==> src/rtl/gpmc_sram_ctrl.sv <==
// GPMC synchronous slave sequencer: latches the multiplexed address phase, then turns
// each data beat into a one-cycle SRAM strobe, auto-incrementing the word address.
module gpmc_sram_ctrl #(
  parameter int ADDR_WIDTH = 10
) (
  input  logic                  GPMC_CLK,
  input  logic                  RST_N,
  input  logic [15:0]           GPMC_AD_IN,
  output logic [15:0]           GPMC_DATA_OUT,
  output logic                  GPMC_DATA_OE,
  input  logic                  GPMC_CS,
  input  logic                  GPMC_ADV,
  input  logic                  GPMC_OE,
  input  logic                  GPMC_WE,
  input  logic                  GPMC_BE0,
  input  logic                  GPMC_BE1,
  input  logic                  GPMC_WP,
  output logic [ADDR_WIDTH-1:0] MEM_ADDR,
  output logic [15:0]           MEM_WDATA,
  output logic [1:0]            MEM_BE,
  output logic                  MEM_WE,
  output logic                  MEM_RE,
  input  logic [15:0]           MEM_RDATA,
  output logic                  WP_VIOL
);

  localparam logic [0:0] IDLE   = 1'b0;
  localparam logic [0:0] ACTIVE = 1'b1;

  logic [0:0]            state;
  logic [ADDR_WIDTH-1:0] addr;
  logic                  rd_valid;
  logic                  addr_phase;
  logic                  data_phase;
  logic                  wr_beat;
  logic                  rd_beat;

  // A write strobe wins over a read strobe when both are low.
  assign addr_phase = !GPMC_CS && !GPMC_ADV;
  assign data_phase = (state == ACTIVE) && !GPMC_CS && GPMC_ADV;
  assign wr_beat    = data_phase && !GPMC_WE;
  assign rd_beat    = data_phase && GPMC_WE && !GPMC_OE;

  always_ff @(posedge GPMC_CLK) begin
    if (!RST_N) begin
      state         <= IDLE;
      addr          <= '0;
      rd_valid      <= 1'b0;
      GPMC_DATA_OUT <= '0;
      GPMC_DATA_OE  <= 1'b0;
      MEM_ADDR      <= '0;
      MEM_WDATA     <= '0;
      MEM_BE        <= '0;
      MEM_WE        <= 1'b0;
      MEM_RE        <= 1'b0;
      WP_VIOL       <= 1'b0;
    end else begin
      MEM_WE  <= 1'b0;
      MEM_RE  <= 1'b0;
      WP_VIOL <= 1'b0;

      // Read pipeline: MEM_RE -> SRAM access -> bus capture; chip-select high flushes it.
      rd_valid     <= MEM_RE && !GPMC_CS;
      GPMC_DATA_OE <= rd_valid && !GPMC_CS;
      if (rd_valid && !GPMC_CS) begin
        GPMC_DATA_OUT <= MEM_RDATA;
      end

      case (state)
        IDLE: begin
          if (addr_phase) begin
            addr  <= GPMC_AD_IN[ADDR_WIDTH-1:0];
            state <= ACTIVE;
          end
        end
        ACTIVE: begin
          if (GPMC_CS) begin
            state <= IDLE;
          end else if (!GPMC_ADV) begin
            addr <= GPMC_AD_IN[ADDR_WIDTH-1:0];
          end else if (wr_beat) begin
            MEM_ADDR  <= addr;
            MEM_WDATA <= GPMC_AD_IN;
            MEM_BE    <= {!GPMC_BE1, !GPMC_BE0};
            MEM_WE    <= GPMC_WP;
            WP_VIOL   <= !GPMC_WP;
            addr      <= addr + 1'b1;
          end else if (rd_beat) begin
            MEM_ADDR <= addr;
            MEM_RE   <= 1'b1;
            addr     <= addr + 1'b1;
          end
        end
        default: state <= IDLE;
      endcase
    end
  end

endmodule

==> config.mk <==
export PLATFORM = sky130hd
export DESIGN_NAME = gpmc_sram_ctrl
export DESIGN_NICKNAME = d
export VERILOG_FILES = /design/src/rtl/gpmc_sram_ctrl.sv
export SDC_FILE = /design/constraint.sdc
export NUM_CORES = 1
export LEC_CHECK = 0
export BUFFER_PORTS_ARGS = -buffer_cell sky130_fd_sc_hd__buf_2
export CAP_MARGIN = 20
export CORE_MARGIN = 2
export CORE_UTILIZATION = 53
export DETAILED_ROUTE_END_ITERATION = 7
export MAX_ROUTING_LAYER = met4
export PLACE_DENSITY = 0.83
export SYNTH_ARGS = -nofsm -noshare
export SYNTH_HDL_FRONTEND = slang
export SYNTH_SLANG_ARGS = --single-unit
==> constraint.sdc <==
create_clock -name GPMC_CLK -period 2.2 [get_ports GPMC_CLK]
set_input_delay 0.22 -clock GPMC_CLK [delete_from_list [all_inputs] [get_ports GPMC_CLK]]
set_output_delay 0.22 -clock GPMC_CLK [all_outputs]
set_load 0.02 [all_outputs]
Word level (Yosys, flattened, before mapping)
Cells that the tools add are included.

cells by class
  add/subtract/negate cells = 1
  eq/ne operators = 3
  mux-type cells = 12
  bitwise gates (word level) = 5
  reductions and logical operators = 21

operators by type and width
  operator                                                          number
  10-bit 2-to-1 mux                                                 7
  10-bit case mux with 2 select lines                               1
  10-bit by 1-bit adder with 10-bit output (second input constant)  1
  5-bit OR reduction                                                2
  1-bit logical AND                                                 8
  4-bit AND reduction                                               2
  1-bit logical NOT                                                 7
  1-bit inverter                                                    5
  2-bit != test (second input constant)                             2
  4-bit by 2-bit != test with 1-bit output (second input constant)  1
  1-bit 2-to-1 mux                                                  3
  3-bit AND reduction                                               1
  1-bit case mux with 2 select lines                                1
  2-bit nonzero test                                                1

storage, ports and cells
  flip-flop bits (word level) = 60
  word-level logic and storage cells = 53

Depth between registers and ports, before layout
Gate-level depths: netlist of the first run.

  depth in word-level cells = 10
  mapped depth = 6

Worst setup path after synthesis of the first run
No wires, ideal clock.

  path type = reg-to-reg
  start point = register state
  end point = register addr[8]
  setup time = 0.116 ns
  arrival time = 1.136 ns
  required time = 2.084 ns
  slack = 0.948 ns
  stages on the path, launching flop included = 5
  path buffers = 0
  cell sequence = dfxtp_1 > a21bo_2 > a21oi_2 > o21ai_0 > and3b_1

between the ends
  cells in the longest elaborated chain, start to end = 7

ends and longest elaborated chain
  element                              RTL line  source
  start, declared                      30        logic [0:0] state;
  start signal, assigned               46        state <= IDLE;
  start signal, assigned               73        state <= ACTIVE;
  start signal, assigned               78        state <= IDLE;
  1-bit logical AND (2 in a row)       40        assign data_phase = (state == ACTIVE) && !GPMC_CS && GPMC_ADV;
  1-bit logical AND                    41        assign wr_beat = data_phase && !GPMC_WE;
  10-bit 2-to-1 mux                    81        end else if (wr_beat) begin
  10-bit 2-to-1 mux                    79        end else if (!GPMC_ADV) begin
  10-bit 2-to-1 mux                    77        if (GPMC_CS) begin
  10-bit case mux with 2 select lines  69        case (state)
  end signal, assigned                 72        addr <= GPMC_AD_IN[ADDR_WIDTH-1:0];
  end signal, assigned                 80        addr <= GPMC_AD_IN[ADDR_WIDTH-1:0];
  end signal, assigned                 87        addr <= addr + 1'b1;
  end, declared                        31        logic [ADDR_WIDTH-1:0] addr;

Several ways; a longest one is shown, not always the timed one. The select of a mux whose other input is x is not followed.
A chain may end at the register's enable or synchronous reset.

Final worst setup path of the first run
  start point = register state
  end point = register MEM_WDATA[1]

between the ends
  cells in the longest elaborated chain, start to end = 4

ends and longest elaborated chain
  element                                 RTL line  source
  1-bit logical AND (2 in a row)          40
  1-bit logical AND                       41
  4-bit AND reduction (no source line) *  --
  end signal, assigned                    52        MEM_WDATA <= '0;
  end signal, assigned                    83        MEM_WDATA <= GPMC_AD_IN;
  end, declared                           19        output logic [15:0] MEM_WDATA,

Mark *: on every way between the ends. The rest lies on a longest branch, timed or not.

==> flow_summary.ini, run 1 <==
[run_status]
outcome = complete, no violations

[global_route]
grt.total_usage = 0.235
grt_start_max_net_pins = 44
grt_util_met3 = 0.0472
grtUsageMet2 = 0.376
grt_pass1_vias = 2129
wire_length_of_the_first_global_routing_pass_um = 9300
number_of_antenna_violations_at_the_first_check_in_global_routing = 0
top_usage_layer = met2
global_route_total_overflow = 0
gr-usage-met1 = 0.282

[synth]
yosysUniqueCellTypes = 41
synthesis.instances = 286
postSynthRegisterBits = 60
avg_cell_area_syn_um2 = 8.67
count_of_synthesis_stage_warnings_from_yosys = 0
synth-main-ff-cell = sky130_fd_sc_hd__dfxtp_1
yosys-top-cells-area = sky130_fd_sc_hd__dfxtp_1, sky130_fd_sc_hd__nand2_1, sky130_fd_sc_hd__a21boi_0
syn_nets = 328
synth_area_um2 = 2480
post_synthesis_cell_type_with_the_largest_combined_area = sky130_fd_sc_hd__dfxtp_1
yosys.area.top_type_share = 0.485
synth-seq-area-share = 0.485
synth-edff-count = 0
synth-async-reset-ratio = 0

[layout]
area_delta_synth_final_pct = 27.5
number_of_fillers_in_the_final_layout = 373
final-seq-area_um2 = 1200
layout.cells.most_common_list = sky130_fd_sc_hd__buf_2, sky130_fd_sc_hd__nand2_1, sky130_fd_sc_hd__dfxtp_1, sky130_fd_sc_hd__a21boi_0
multiInputGateArea_um2 = 1170
layout.core_utilization = 0.711
finish.net_count = 410
instances_no_fill = 425
antenna_cells_inserted = 0
drive_above_1_share = 0.295
final_common_cell = sky130_fd_sc_hd__buf_2

[cts]
cts-buffers-inserted = 9
cts_setup_buffers = 0
ctsHoldBuffers = 0
clk-insertion-delay-late_ns = 0.34
cts.repair.resized = 0
cts_root_buffer = sky130_fd_sc_hd__clkbuf_8
cts.reportedPaths.clkPinSlew_ns = 0.07
tritoncts = yes
htree_levels = 3
cts.sinks = 60
cts_max_path_buffers = 2

[place]
dp.final_hpwl_um = 3850
io_buffers = 88
dp_cells = 409
place_congestion = 0.769

[critical_path]
worst-path-max-fanout = 23
timing.critical_path.from_type = flop
worstSetupPathType = reg2reg
critPathTopFamily = simple AND/OR/NAND/NOR gates
critical_path.max_stage_delay_ns = 0.63
timing.critical_path.required_ns = 2.42
critical_path_arrival_ns = 1.87
crit_buf_inv = 0
timing.critical_path.to_type = flop
crit_chain = nand2_2, or3_1, nand2_1, a21boi_0
cpMaxStageDelayCell = sky130_fd_sc_hd__or3_1

[floorplan]
floorplan.initialDensity = 0.558
floorplan.rows = 24
dieWidth_um = 72.4
core_region_area_um2 = 4440
die-area_um2 = 5240
die_h_um = 72.4
num_io_pins = 89

[power]
switchingPower_uw = 515
cellPowerDensity_nw_per_um2 = 790
comb_power_share = 0.055
share_seq_of_total_power = 0.449
vdd.ir_drop.worst_uv = 531
clockPowerShare = 0.496
switching_share = 0.206
p_int_uw = 1980
leak_pwr_uw = 0.00148

[detailed_routing]
vias_per_cell = 5.24
num_vias = 2229
routed_wirelength_um = 5630
drc_errors = 0
wl_cell_um = 13.3
detailedRoute.firstPassIterationCount = 4
dr.first_iter.drc_count = 96
ant_nets = 0

[sta]
drv_slew = 0
number_of_setup_violations_in_the_final_report = 0
max_slew.worst_pin.slew_ns = 0.637
fmax_mhz = 607
finClkSkew_ns = 0.00685
maxSlewHeadroom = 0.575
rsz0062_at_grt = no
layout_min_cycle_time_ns = 1.65
final.setup.tns_ns = 0
min_period_over_period = 0.749
final-hold-violation-count = 0

[min_path]
hp-class = in2reg

[run]
maxCapViolations = 0
power groups by stage:
stage	Clock (uW)	Combinational [uW]	Sequential, uW
3_3_place_gp	0	134	1150
6_report	1240	137	1120
5_1_grt	1290	153	1120
4_1_cts	1250	137	1120
3_5_place_dp	0	136	1150
2_1_floorplan	0	75.0	1140
cells in the mapped netlist, types with 4 or more instances:
| cell type | number |
|---|---|
| sky130_fd_sc_hd__o211a_1 | 4 |
| sky130_fd_sc_hd__and2_1 | 4 |
| sky130_fd_sc_hd__clkbuf_1 | 7 |
| sky130_fd_sc_hd__nor2_1 | 10 |
| sky130_fd_sc_hd__dfxtp_1 | 60 |
| sky130_fd_sc_hd__a21oi_1 | 5 |
| sky130_fd_sc_hd__nand3_1 | 6 |
| sky130_fd_sc_hd__nor2b_1 | 11 |
| sky130_fd_sc_hd__mux2i_1 | 10 |
| sky130_fd_sc_hd__buf_2 | 10 |
| sky130_fd_sc_hd__a21boi_0 | 24 |
| sky130_fd_sc_hd__nand2_1 | 77 |
| sky130_fd_sc_hd__a21boi_1 | 11 |
| sky130_fd_sc_hd__o21ai_0 | 9 |
logic make-up after synthesis:
family	count (synthesis)	share of synthesized area
adder cells (fa/ha/maj)	1	0.00505
AO/OA/AOI/OAI	67	0.195
multiplexers	10	0.0404
flip-flops	60	0.485
buffers and inverters	22	0.0424
AND/OR/NAND/NOR	126	0.232
through the flow:
step                worst slack (ns)  hold slack [ns]  instance area (um^2)  total power, uW
global route                   0.412           0.0405                  3160             2570
detailed placement             0.553            0.397                  2910             1280
finish                         0.553           0.0411                  3160             2500
global placement               0.658            0.385                  2910             1280
floorplan                      0.948            0.292                  2480             1220
CTS                            0.546           0.0358                  3160             2510
path summary, 6_finish.rpt:
path / slack, ns / end / start / cells after the start
hold reg to reg: 0.44 / rd_valid / MEM_RE / 2
setup / recovery: 0.55 / MEM_WDATA[1] / state / 4
hold / removal: 0.04 / WP_VIOL / GPMC_WP / 2
setup reg to reg: 0.55 / MEM_WDATA[1] / state / 4
state kept, by name, indices dropped and copies added, names as in the netlist:
register	flops
WP_VIOL	1
rd_valid	1
GPMC_DATA_OUT	16
addr	10
MEM_ADDR	10
MEM_RE	1
GPMC_DATA_OE	1
state	1
MEM_WDATA	16
MEM_BE	2
MEM_WE	1
layout make-up:
cell class / count / area share
Sequential cell: 60 / 0.380
Multi-Input combinational cell: 204 / 0.371
Timing Repair Buffer: 91 / 0.147
Clock buffer: 12 / 0.0491
Clock inverter: 4 / 0.0301
Tap cell: 52 / 0.0206
Inverter: 2 / 0.00238
per-layer routing:
metal	up-vias	routed length, um
met5	-	0
met4	0	106
met3	11	342
met2	74	2610
met1	1008	2580
li1	1136	-
No activity file was read; power rests on OpenSTA's default activity.
==> inputs of run 2 (changes only) <==
--- a/config.mk
+++ b/config.mk
@@ -5,13 +5,14 @@
 export SDC_FILE = /design/constraint.sdc
 export NUM_CORES = 1
 export LEC_CHECK = 0
+export ABC_AREA = 1
 export BUFFER_PORTS_ARGS = -buffer_cell sky130_fd_sc_hd__buf_2
 export CAP_MARGIN = 20
 export CORE_MARGIN = 2
-export CORE_UTILIZATION = 53
+export CORE_UTILIZATION = 44
 export DETAILED_ROUTE_END_ITERATION = 7
 export MAX_ROUTING_LAYER = met4
-export PLACE_DENSITY = 0.83
+export PLACE_DENSITY = 0.73
 export SYNTH_ARGS = -nofsm -noshare
 export SYNTH_HDL_FRONTEND = slang
 export SYNTH_SLANG_ARGS = --single-unit
==> constraint.sdc (replaced) <==
create_clock -name GPMC_CLK -period 1.4 [get_ports GPMC_CLK]
set_input_delay 0.14 -clock GPMC_CLK [delete_from_list [all_inputs] [get_ports GPMC_CLK]]
set_output_delay 0.14 -clock GPMC_CLK [all_outputs]
set_load 0.02 [all_outputs]
==> run 2 against run 1 <==
Final cell count increased by 19%. Via count increased by 3.8%. Utilization decreased by 13 points. Clock skew decreased by 0.0013 ns. Clock power increased by 13%. Count of clock-buffer cells in the layout increased by 3. Critical path type unchanged. Largest cell class unchanged. Sequential power increased by 59%. Routed wire length decreased by 3.1%. Register-to-register slack got worse by 0.39 ns.
==> flow_summary.ini, run 2 <==
[cts]
htree_levels = 3
cts.reportedPaths.clkPinSlew_ns = 0.06
cts_root_buffer = sky130_fd_sc_hd__clkbuf_8
cts_max_path_buffers = 2
cts-buffers-inserted = 9
cts.sinks = 60
clk-insertion-delay-late_ns = 0.33
tritoncts = yes
cts_setup_buffers = 0

[floorplan]
floorplan.initialDensity = 0.449
num_io_pins = 89
floorplan.rows = 27
core_region_area_um2 = 5410
dieWidth_um = 78.3
die-area_um2 = 6120
die_h_um = 78.3

[layout]
reg_top3 = GPMC_DATA_OUT x16, MEM_WDATA x16
drive_above_1_share = 0.275
final_common_cell = sky130_fd_sc_hd__buf_2
antenna_cells_inserted = 0
instances_no_fill = 504
number_of_fillers_in_the_final_layout = 539
layout.core_utilization = 0.581
area_delta_synth_final_pct = 29.5
finish.net_count = 469
layout.cells.most_common_list = sky130_fd_sc_hd__buf_2, sky130_fd_sc_hd__nor2_1, sky130_fd_sc_hd__dfxtp_1, sky130_fd_sc_hd__o21ai_0, sky130_fd_sc_hd__nand2_1

[synth]
yosys-top-cells-area = sky130_fd_sc_hd__dfxtp_1, sky130_fd_sc_hd__nor2_1, sky130_fd_sc_hd__o21ai_0
yosys.area.top_type_share = 0.495
synth_area_um2 = 2430
post_synthesis_cell_type_with_the_largest_combined_area = sky130_fd_sc_hd__dfxtp_1
yosys.cell_count.top_type = sky130_fd_sc_hd__nor2_1
synthesis.instances = 334
postSynthRegisterBits = 60
synth-edff-count = 0
syn_nets = 376
post_synth_most_frequent_cells = sky130_fd_sc_hd__nor2_1, sky130_fd_sc_hd__dfxtp_1, sky130_fd_sc_hd__o21ai_0
count_of_synthesis_stage_warnings_from_yosys = 0
yosysUniqueCellTypes = 24
avg_cell_area_syn_um2 = 7.26
synth-async-reset-ratio = 0
synth-main-ff-cell = sky130_fd_sc_hd__dfxtp_1
synth-seq-area-share = 0.495

[critical_path]
critical_path.max_stage_delay_ns = 0.32
worst-path-max-fanout = 22
crit_chain = nand2_2, nor2_4, nand2_2, clkinv_2, o21ai_0, a21oi_1
cpMaxStageDelayCell = sky130_fd_sc_hd__dfxtp_1
worstSetupPathType = reg2reg
critical_path_arrival_ns = 1.45
timing.critical_path.to_type = flop
timing.critical_path.required_ns = 1.61
crit_path_frequent_cell = sky130_fd_sc_hd__nand2_2
r2r_slack_ns = 0.17
timing.critical_path.from_type = flop

[global_route]
grt_pass1_vias = 2169
grt_start_max_net_pins = 23
wire_length_of_the_first_global_routing_pass_um = 9450
number_of_antenna_violations_at_the_first_check_in_global_routing = 0
grt.total_usage = 0.199
global_route_total_overflow = 0

[detailed_routing]
dr.first_iter.drc_count = 84
routed.top_layer = met4
detailedRoute.firstPassIterationCount = 4
vias_per_cell = 4.59
routed-wl-met3_um = 275
wl_met1_um = 2640
ant_nets = 0
routed_wirelength_um = 5460
dr_wl_met2_um = 2460
num_vias = 2313
wl_cell_um = 10.8
drc_errors = 0

[sta]
final-hold-violation-count = 0
layout_min_cycle_time_ns = 1.23
number_of_setup_violations_in_the_final_report = 0
fmax_mhz = 810
min_period_over_period = 0.882
worst_slack_ns = 0.165
drv_slew = 0
finClkSkew_ns = 0.00555
maxSlewHeadroom = 0.667
rsz0062_at_grt = yes
final.setup.tns_ns = 0
max_slew.worst_pin.slew_ns = 0.500

[run]
maxCapViolations = 0

[power]
cellPowerDensity_nw_per_um2 = 1110
vdd.ir_drop.worst_uv = 713
design_power_total_uw = 3470
leak_pwr_uw = 0.00154

[place]
io_buffers = 88
dp.final_hpwl_um = 4040
dp_cells = 485
pre_cts_slack_ns = 0.114
place_congestion = 0.865

[run_status]
outcome = complete, no violations

[min_path]
hp-class = in2reg
[run 2: changes by cell type in the layout (fill, tap and decap cells not counted), moves of 4 or more]
cell / previous run / this run
sky130_fd_sc_hd__and2_1: 4 / 0
sky130_fd_sc_hd__nand2_1: 77 / 43
sky130_fd_sc_hd__nor2_1: 10 / 84
sky130_fd_sc_hd__mux2i_1: 10 / 0
sky130_fd_sc_hd__a21boi_1: 11 / 0
sky130_fd_sc_hd__buf_4: 3 / 7
sky130_fd_sc_hd__a21oi_1: 5 / 20
sky130_fd_sc_hd__o21ai_0: 9 / 47
sky130_fd_sc_hd__o211a_1: 4 / 0
sky130_fd_sc_hd__inv_1: 2 / 32
sky130_fd_sc_hd__nor2b_1: 11 / 0
sky130_fd_sc_hd__nand3_1: 6 / 14
sky130_fd_sc_hd__a21boi_0: 24 / 0
[run 2: per-stage QoR]
step	hold slack, ns	cell area [um^2]
2_1_floorplan	0.219	2430
3_3_place_gp	0.313	2920
3_5_place_dp	0.320	2920
4_1_cts	0.0436	3130
5_1_grt	0.0577	3140
6_report	0.0537	3140
[run 2: critical path, delay by kind of cell, from the launching register on]
kind	cells	cell delay [ns]
AO/OA/AOI/OAI	2	0.32
buffers and inverters	1	0.24
flip-flops	1	0.32
AND/OR/NAND/NOR	3	0.23
[run 2: cell type report]
type	instances	area [um^2]	share of cell area
clock buffer	15	176	0.0562
sequential	60	1200	0.383
clock inverter	1	5.00	0.00159
multi-input combinational	225	1020	0.325
timing repair buffer	98	523	0.166
tap	72	90.1	0.0287
inverter	33	125	0.0398
[run 2: kinds of logic after synthesis]
logic type | Yosys count | synth area share
simple gates | 151 | 0.257
compound gates | 71 | 0.149
flops | 60 | 0.495
buf+inv | 49 | 0.0866
xor+xnor | 2 | 0.00722
fa+ha+maj | 1 | 0.00516
[run 2: worst paths after layout]
path,start,end,cells past startpoint
setup / recovery,state,MEM_WDATA[4],6
hold / removal,MEM_RDATA[6],GPMC_DATA_OUT[6],3
setup reg to reg,state,MEM_WDATA[4],6
hold reg to reg,MEM_RE,rd_valid,2
[run 2: repair_timing]
| action | CTS | global route |
|---|---|---|
| resized for setup | 0 | 5 |
| hold endpoints to repair | 3 | 0 |
| hold buffers | 3 | 0 |
| endpoints found under the setup margin | 0 | 6 |
[run 2: metal layers]
layer | vias to the layer above | global-route usage
li1 | 1236 | -
met1 | 1008 | 0.250
met2 | 61 | 0.309
met3 | 8 | 0.0402
met4 | 0 | 0.0947
met5 | - | -
[run 2: power breakdown]
| group | switching (uW) | internal [uW] |
|---|---|---|
| Combinational | 169 | 124 |
| Clock | 617 | 787 |
| Sequential | 32.7 | 1750 |
| Total | 818 | 2660 |
==> inputs of run 3 (changes only) <==
--- a/config.mk
+++ b/config.mk
@@ -6,13 +6,14 @@
 export NUM_CORES = 1
 export LEC_CHECK = 0
 export ABC_AREA = 1
-export BUFFER_PORTS_ARGS = -buffer_cell sky130_fd_sc_hd__buf_2
+export BUFFER_PORTS_ARGS = -buffer_cell sky130_fd_sc_hd__buf_4
 export CAP_MARGIN = 20
 export CORE_MARGIN = 2
 export CORE_UTILIZATION = 44
 export DETAILED_ROUTE_END_ITERATION = 7
 export MAX_ROUTING_LAYER = met4
 export PLACE_DENSITY = 0.73
+export RECOVER_POWER = 50
 export SYNTH_ARGS = -nofsm -noshare
 export SYNTH_HDL_FRONTEND = slang
 export SYNTH_SLANG_ARGS = --single-unit
==> constraint.sdc (replaced) <==
create_clock -name GPMC_CLK -period 1 [get_ports GPMC_CLK]
set_input_delay 0.1 -clock GPMC_CLK [delete_from_list [all_inputs] [get_ports GPMC_CLK]]
set_output_delay 0.1 -clock GPMC_CLK [all_outputs]
set_load 0.02 [all_outputs]
==> run 3 against run 2 <==
The run now ends with hold timing, setup timing left. Sequential power increased by 40%. Via count grew 14%. Die area unchanged. Combinational power up 140%. Clock power up 37%. Global-route usage rose by 2.0 points. Sequential share of layout area fell by 8.5 points. Final cell count increased by 6.2%. Total power grew 47%. Utilization up 17 points. Count of clock-buffer cells in the layout is 2 lower. Critical endpoint is now addr[8]. Largest cell class is now multi-input gates. Non-clock buffer count is 29 higher.
==> flow_summary.ini, run 3 (synthesis results as in run 2) <==
[sta]
finClkSkew_ns = 0.0102
drv_slew = 0
holdWs_ns = -0.000502
worst_slack_ns = -0.227
min_period_over_period = 1.23
final-hold-violation-count = 1
layout_min_cycle_time_ns = 1.23
final.setup.tns_ns = -6.21
max_slew.worst_pin.slew_ns = 0.331
fmax_mhz = 815
number_of_setup_violations_in_the_final_report = 43
rsz0062_at_grt = yes
maxSlewHeadroom = 0.779

[global_route]
number_of_antenna_violations_at_the_first_check_in_global_routing = 0
grt.total_usage = 0.219
global_route_total_overflow = 0
grt_start_max_net_pins = 21
grt_pass1_vias = 2317
wire_length_of_the_first_global_routing_pass_um = 10400

[layout]
antenna_cells_inserted = 0
layout.cells.most_common_list = sky130_fd_sc_hd__buf_4, sky130_fd_sc_hd__nor2_1, sky130_fd_sc_hd__dfxtp_1, sky130_fd_sc_hd__nand2_1, sky130_fd_sc_hd__inv_1
reg_top3 = GPMC_DATA_OUT x16, MEM_WDATA x16
finish.net_count = 501
number_of_fillers_in_the_final_layout = 394
area_delta_synth_final_pct = 67.9
layout.core_utilization = 0.753
final_common_cell = sky130_fd_sc_hd__buf_4
drive_above_1_share = 0.488

[floorplan]
die-area_um2 = 6120
num_io_pins = 89
core_region_area_um2 = 5410
die_h_um = 78.3
floorplan.rows = 27
floorplan.initialDensity = 0.449
dieWidth_um = 78.3

[run_status]
outcome = finished, violations left
violations = hold timing, setup timing

[detailed_routing]
ant_nets = 0
num_vias = 2633
drc_errors = 0
dr.first_iter.drc_count = 101
detailedRoute.firstPassIterationCount = 4
routed_wirelength_um = 7330
vias_per_cell = 4.92
wl_cell_um = 13.7

[cts]
cts_max_path_buffers = 2
cts.sinks = 60
htree_levels = 3
cts-buffers-inserted = 9
cts_root_buffer = sky130_fd_sc_hd__clkbuf_8
tritoncts = yes
cts.reportedPaths.clkPinSlew_ns = 0.07
clk-insertion-delay-late_ns = 0.34

[run]
maxCapViolations = 0

[critical_path]
timing.critical_path.required_ns = 1.23
endpoint_of_the_worst_slack_reg_to_reg_timing_path = addr[8]
worstSetupPathType = reg2reg
crit_path_frequent_cell = sky130_fd_sc_hd__nor2_1
r2r_slack_ns = -0.23
cpMaxStageDelayCell = sky130_fd_sc_hd__dfxtp_2
r2r-start = addr[0]
timing.critical_path.from_type = flop
critical_path.max_stage_delay_ns = 0.37
worst-path-max-fanout = 3
timing.critical_path.to_type = flop
critical_path_arrival_ns = 1.46
worst_reg2reg_path_length_in_cells = 8
crit_chain = ha_4, nand2_4, nor2_4, nand3_2, nor2_1, nor2_2, nor2_1, nor2_1

[min_path]
worstHoldEndpoint = MEM_WDATA[10]
min-delay-start = GPMC_AD_IN[10]
min_delay_path_depth = 3
hp-class = in2reg

[place]
io_buffers = 88
pre_cts_slack_ns = -0.195
place_congestion = 0.867
dp.final_hpwl_um = 4300

[power]
cellPowerDensity_nw_per_um2 = 1260
leak_pwr_uw = 0.00185
vdd.ir_drop.worst_uv = 1020
[run 3: area by class of cell]
type                       count  area [um^2]  share of cell area
clock buffer                  13          159              0.0390
clock inverter                 2         10.0             0.00246
inverter                      33          140              0.0344
multi-input combinational    227         1390               0.342
sequential                    60         1210               0.298
tap                           72         90.1              0.0221
timing repair buffer         127         1060               0.260
timing repair inverter         1         7.51             0.00184
[run 3: power by group]
part           internal [uW]  leakage [uW]  switching, uW
registers               2440      0.000489           45.9
clock network           1010     0.0000893            907
logic                    346       0.00127            365
total                   3800       0.00185           1320
[run 3: stage by stage]
stage | total power, uW | hold slack (ns) | area (um^2) | instances
2_1_floorplan | 2790 | 0.179 | 2450 | 334
4_1_cts | 5040 | 0.00788 | 3700 | 523
3_3_place_gp | 3060 | 0.268 | 3340 | 502
5_1_grt | 5300 | 0.0127 | 4070 | 535
3_5_place_dp | 3070 | 0.271 | 3340 | 502
6_report | 5120 | -0.000502 | 4070 | 535
[run 3: worst max path at each step]
stage,start,endpoint,depth (start not counted)
6_report,addr[0],addr[8],8
5_1_grt,addr[0],addr[8],8
4_1_cts,state,MEM_WDATA[9],6
3_5_place_dp,addr[1],addr[8],8
3_3_place_gp,addr[1],addr[8],8
2_1_floorplan,state,addr[8],9
[run 3: what timing repair did]
action	CTS	global route
hold buffers	3	0
hold endpoints to repair	3	0
cloned	2	7
pin swaps	10	24
buffers inserted	1	5
setup endpoints to repair	40	56
resized for setup	39	101
[run 3: worst max-delay path, delay by kind of cell, from the launching register on]
| kind | cells | cell delay (ns) |
|---|---|---|
| flops | 1 | 0.37 |
| simple gates | 7 | 0.61 |
| fa+ha+maj | 1 | 0.15 |
[run 3: layer usage]
layer | wire length [um] | vias to the layer above | share of wire | track usage
met1 | 2970 | 1212 | 0.41 | 0.277
met2 | 3800 | 90 | 0.52 | 0.338
met3 | 373 | 16 | 0.051 | 0.0356
li1 | - | 1315 | - | -
met5 | 0 | - | 0 | -
met4 | 191 | 0 | 0.026 | 0.121
